--- src/rtl/reg_file.sv ---
`default_nettype none
// ============================================================================
//  Module   : reg_file
//  Purpose  : Integer register file with a valid/ready read-request port,
//             a one-deep registered response stage and an independent
//             writeback port. x0 reads as zero and ignores writes.
//  Option   : REG_FILE_BYPASS_EN - a read accepted on the same edge as a
//             matching writeback captures the incoming wr_data.
//  Revision : 1.0 - initial release
// ============================================================================
module reg_file #(
    parameter int DATA_W   = 32,
    parameter int NUM_REGS = 32,
    localparam int ADDR_W  = (NUM_REGS > 1) ? $clog2(NUM_REGS) : 1
) (
    input  logic              clk,
    input  logic              rst,

    input  logic              req_valid,
    output logic              req_ready,
    input  logic [ADDR_W-1:0] req_rs1,
    input  logic [ADDR_W-1:0] req_rs2,

    output logic              rsp_valid,
    input  logic              rsp_ready,
    output logic [DATA_W-1:0] rsp_rs1_data,
    output logic [DATA_W-1:0] rsp_rs2_data,

    input  logic              wr_en,
    input  logic [ADDR_W-1:0] wr_rd,
    input  logic [DATA_W-1:0] wr_data
);

    // Storage starts at index 1: x0 has no flops and is never selected.
    logic [DATA_W-1:0] r_regs [1:NUM_REGS-1];

    logic              w_accept;
    logic [DATA_W-1:0] w_rs1_arr;
    logic [DATA_W-1:0] w_rs2_arr;
    logic [DATA_W-1:0] w_rs1_next;
    logic [DATA_W-1:0] w_rs2_next;

    // ------------------------------------------------------------------
    // Writeback: address 0 and addresses beyond the file match no entry.
    // ------------------------------------------------------------------
    always_ff @(posedge clk or posedge rst) begin
        if (rst) begin
            for (int i = 1; i < NUM_REGS; i++) begin
                r_regs[i] <= '0;
            end
        end else if (wr_en) begin
            for (int i = 1; i < NUM_REGS; i++) begin
                if (wr_rd == ADDR_W'(i)) begin
                    r_regs[i] <= wr_data;
                end
            end
        end
    end

    // ------------------------------------------------------------------
    // Array read: unmatched addresses (x0, out of range) fall to zero.
    // ------------------------------------------------------------------
    always_comb begin
        w_rs1_arr = '0;
        w_rs2_arr = '0;
        for (int i = 1; i < NUM_REGS; i++) begin
            if (req_rs1 == ADDR_W'(i)) begin
                w_rs1_arr = r_regs[i];
            end
            if (req_rs2 == ADDR_W'(i)) begin
                w_rs2_arr = r_regs[i];
            end
        end
    end

`ifdef REG_FILE_BYPASS_EN
    localparam logic [ADDR_W:0] c_num_regs = (ADDR_W + 1)'(NUM_REGS);

    logic w_wr_live;

    // A writeback only forwards when it would really land in the array.
    assign w_wr_live = wr_en && (wr_rd != '0) && ({1'b0, wr_rd} < c_num_regs);

    always_comb begin
        w_rs1_next = w_rs1_arr;
        w_rs2_next = w_rs2_arr;
        if (w_wr_live && (wr_rd == req_rs1)) begin
            w_rs1_next = wr_data;
        end
        if (w_wr_live && (wr_rd == req_rs2)) begin
            w_rs2_next = wr_data;
        end
    end
`else
    assign w_rs1_next = w_rs1_arr;
    assign w_rs2_next = w_rs2_arr;
`endif

    // ------------------------------------------------------------------
    // One-deep response stage. Operands are captured only on acceptance,
    // so a stalled response never picks up later writebacks.
    // ------------------------------------------------------------------
    assign req_ready = !rsp_valid || rsp_ready;
    assign w_accept  = req_valid && req_ready;

    always_ff @(posedge clk or posedge rst) begin
        if (rst) begin
            rsp_valid    <= 1'b0;
            rsp_rs1_data <= '0;
            rsp_rs2_data <= '0;
        end else if (w_accept) begin
            rsp_valid    <= 1'b1;
            rsp_rs1_data <= w_rs1_next;
            rsp_rs2_data <= w_rs2_next;
        end else if (rsp_ready) begin
            rsp_valid    <= 1'b0;
        end
    end

endmodule
`default_nettype wire

--- config.mk ---
export PLATFORM = sky130hd
export DESIGN_NAME = reg_file
export DESIGN_NICKNAME = d
export VERILOG_FILES = /design/src/rtl/reg_file.sv
export SDC_FILE = /design/constraint.sdc
export NUM_CORES = 2
export LEC_CHECK = 0
export ABC_AREA = 1
export ABC_CLOCK_PERIOD_IN_PS = 39300
export CORE_MARGIN = 5
export CORE_UTILIZATION = 35
export DETAILED_ROUTE_END_ITERATION = 6
export PLACE_DENSITY = 0.5
export SLEW_MARGIN = 20
export SYNTH_ARGS = -nofsm -noshare
export SYNTH_HDL_FRONTEND = slang
export SYNTH_SLANG_ARGS = --single-unit
--- constraint.sdc ---
create_clock -name clk -period 39.3 [get_ports clk]
set_clock_uncertainty 0.1 [all_clocks]
set_input_delay 11.79 -clock clk [delete_from_list [all_inputs] [get_ports clk]]
set_output_delay 11.79 -clock clk [all_outputs]
set_load 0.05 [all_outputs]
== Yosys cells after proc, flatten, opt, wreduce, memory -nomap -nowiden ==
Index checks and enable logic that the tools add are counted.

* Register bits after elaboration: 1057
* Word-level logic and storage cells: 226

* Equal/unequal tests: 93
* Muxes and demuxes: 64
* Reduce and logical (&&, ||, !) cells: 35

{| class="wikitable"
|+ Operators with widths
! operator !! number
|-
| two-way mux 32 bit || 62
|-
| equality test 5 bit, second input constant || 48
|-
| equality test 5 x 4 -> 1 bit, second input constant || 24
|-
| AND reduction 2 bit || 31
|-
| equality test 5 x 3 -> 1 bit, second input constant || 12
|-
| equality test 5 x 2 -> 1 bit, second input constant || 6
|-
| equality test 5 x 1 -> 1 bit, second input constant || 3
|-
| two-way mux 1 bit || 2
|-
| nonzero test 2 bit || 1
|-
| logical AND 1 bit || 1
|-
| zero test 1 bit || 1
|-
| logical OR 1 bit || 1
|}

== Logic depth before layout (Yosys ltp) ==
* Word-level depth: 32
* Depth in mapped cells: 25
* Depth with buffers taken out: 24

== Worst setup path after synthesis ==
Ideal clock, no wire load.

* Kind: input port to output port
* Start point: input port rsp_ready
* End point: output port req_ready
* Data arrival time: 12.171 ns
* Path slack: 15.239 ns
* Stages: 2
* Path buffers: 0
* Path through: inv_1 > nand2_1

* Cells in the longest elaborated chain, start to end: 1

{| class="wikitable"
|+ Ends and longest elaborated chain
! element !! RTL line !! RTL
|-
| start: declaration || 25 || <nowiki>input logic rsp_ready,</nowiki>
|-
| logical OR 1 bit || 103 || <nowiki>assign req_ready = !rsp_valid || rsp_ready;</nowiki>
|-
| end: declaration || 20 || <nowiki>output logic req_ready,</nowiki>
|}

No other way between the ends.

== Worst setup path in the final report ==
Same ends and word-level chain as after synthesis.

==> out/metrics.cfg <==
[clock_network]
clock-sinks = 1057
clkSlewWorstSetupHoldPaths_ns = 0.06
cts_hold_buf = 0
cts_buffers = 120
cts-resized-gates = 0
htreeDepth = 3
clkLatencyLatePin_ns = 0.74
postCtsSetupRepairBufs = 0
cts_tree = done
clockBufferDepth = 3
clockRootBuffer = clkbuf_16

[yosys]
ys_types = 24
synth_top_area_share_pct = 49.6
synth_top_family_by_area = simple AND/OR/NAND/NOR gates
ys_ff_latch = 1057
synth_compound_gate_area_share_pct = 11.5
netlist_instances = 7434
seq_area_frac_synth_pct = 49.6
synthSimpleGateAreaFrac_pct = 31.3
synth_top_area_cell = dfrtp_1
synth_nets = 7486
synth_area_sq_um = 53400
synthMuxAreaShare_pct = 0
yosys.area_share.xor_xnor_pct = 0
synthAdderAreaFrac_pct = 0
yosysWarnings = 0
postSynthAreaPerCell_sq_um = 7.18
synth_area_leaders = dfrtp_1 (50%), nand2_1 (19%), o21ai_0 (11%)

[timing]
finalCritPeriodShare_pct = 63.9
tightestPinTransition_ns = 1.07
maxSlewViolCount = 0
rsz0062_at_grt = false
hold_slack_ns = 0.376
fin_setup_tns_ns = 0
finalSetupViolCount = 0
hold_viol = 0
fin_crit_ns = 25.11
slew_headroom_pct = 28.1
fmax_mhz = 39.8

[power]
p_leak_nw = 27.5
ir_drop_mv = 0.0316
p_per_area_nw_per_um2 = 51.0

[die]
die_x_um = 400
pin_count = 118
rows = 143
die-area_sq_um = 160000
fp.dieH_um = 400
initial_core_util_pct = 35.2
core_sq_um = 152000

[critical_path]
cp_data_arrival_time_ns = 13.22
start_kind = input port
slowest_delay_ns = 0.82
critPathKind = input port to output port
crit_family = buffers and inverters
critPathSlowestCell = clkdlybuf4s50_1
path_cells = clkdlybuf4s50_1 > inv_1 > nand2_1 > clkdlybuf4s50_1
crit_buf_inv = 3
crit_fanout = 3
required_ns = 27.41
cpMostUsedCell = clkdlybuf4s50_1
cp-end-kind = output port

[cells_and_area]
drive_above_1_share_pct = 6.03
final_common_cell = nand2_1
nNetsFinal = 7375
multi_input_area_sq_um = 23000
final_cell_mix = nand2_1 (2708), o21ai_0 (1141), dfrtp_1 (1057)
fill_cells = 16000
area_delta_synth_final_pct = 13.3
regArea_sq_um = 26500

[job]
maxCapViolCount = 0

[drt]
ant_nets = 0
first_iter_violations = 5892
drtPass1Iterations = 6
viasPerCell = 5.29
drc_errors = 0
routed_wl_um = 211000
drt-wirelength-per-cell_um = 22.3
num_vias = 50000

[hold_path]
hold_path_class = register to register

[grt]
grt_pass1_vias = 46100
grt_start_max_net_pins = 157
grt.total_usage_pct = 25.6
grt-ovfl-total = 0
antenna_found_initial = 7
grt_pass1_wl_um = 313000

[placement]
gp_congestion = 0.868
place_hpwl_um = 132000
portBuffers = 117

[outcome]
run_status = completed

## report_power, final
| group | switching [mW] | internal (mW) | total [mW] |
|---|---|---|---|
| Combinational | 0.346 | 0.157 | 0.503 |
| Sequential | 0.145 | 1.29 | 1.44 |
| Clock | 0.476 | 0.664 | 1.14 |
| Total | 0.968 | 2.11 | 3.08 |
## state kept, by name, summed over array words and instances (netlist names)
signal,flops
rsp_rs2_data,32
r_regs,992
rsp_rs1_data,32
rsp_valid,1
## logic make-up after synthesis
| logic type | after synthesis |
|---|---|
| DFF | 1057 |
| AOI/OAI and AO/OA | 1222 |
| buffers and inverters | 1077 |
| and+or+nand+nor | 4078 |
## layout make-up
class,instances,area share (%)
sequential,1057,43.8
multi-input combinational,5300,38.1
clock buffer,181,5.88
tap,2030,4.20
timing repair buffer,262,3.78
inverter,582,3.62
clock inverter,34,0.631
antenna,3,0.0124
## worst paths after layout
kind                                        from          endpoint  slack (ns)  cells past startpoint
worst max-delay path                   rsp_ready         req_ready       14.19                      4
worst min-delay path            rsp_rs1_data[21]  rsp_rs1_data[21]        0.38                      2
worst max register to register       r_regs[943]  rsp_rs2_data[15]       35.24                     18
worst min register to register  rsp_rs1_data[21]  rsp_rs1_data[21]        0.38                      2
max in group asynchronous                    rst        r_regs[69]       24.51                      5
min in group asynchronous                    rst       r_regs[906]       11.50                      2
## metal layers
layer | vias up | wire, um | GRT usage (%)
met4 | 0 | 6110 | 7.91
met5 | - | 0 | 0
met2 | 2038 | 88400 | 37.5
li1 | 23500 | - | -
met1 | 24100 | 96800 | 38.3
met3 | 329 | 19500 | 4.90
## cells in the mapped netlist
cell type	count
inv_1	572
buf_6	1
inv_2	6
clkinv_1	4
nor2_1	759
buf_1	1
nor3b_1	1
nand3_2	3
or2_2	28
buf_4	1
nand3_1	64
nand2_1	2737
nand4_1	461
o2111ai_1	2
clkbuf_1	457
a21oi_1	79
nor4_1	1
nand2_2	1
buf_2	35
nor3_2	2
dfrtp_1	1057
o21ai_0	1141
nor3_1	14
nor2_2	7
## worst reg2reg max path, stage by stage (launching register included)
cell	delay [ns]
dfrtp_1	0.40
nand4_1	0.10
o21ai_0	0.09
nor2_1	0.26
nand4_1	0.20
nand2_1	0.18
nand4_1	0.13
nor2_1	0.16
nand4_1	0.20
nor2_1	0.21
nand4_1	0.22
nor2_1	0.23
nand4_1	0.15
nor2_1	0.28
nand4_1	0.33
nor2_1	0.42
nand4_1	0.17
nand2_1	0.10
nand2_1	0.05
## per-stage QoR
| stage | util (%) | instances | instance area (sq um) | setup slack (ns) | total power, mW |
|---|---|---|---|---|---|
| 6_report | 39.8 | 9449 | 60400 | 14.19 | 3.08 |
| 5_1_grt | 39.8 | 9446 | 60400 | 14.15 | 3.24 |
| 4_1_cts | 39.8 | 9446 | 60400 | 14.19 | 3.10 |
| 3_5_place_dp | 37.2 | 9231 | 56500 | 14.20 | 1.95 |
| 3_3_place_gp | 37.2 | 9231 | 56500 | 14.16 | 1.94 |
| 2_1_floorplan | - | 7434 | 53400 | 12.83 | 1.75 |
Note: power is estimated with default switching activity, not from simulation.
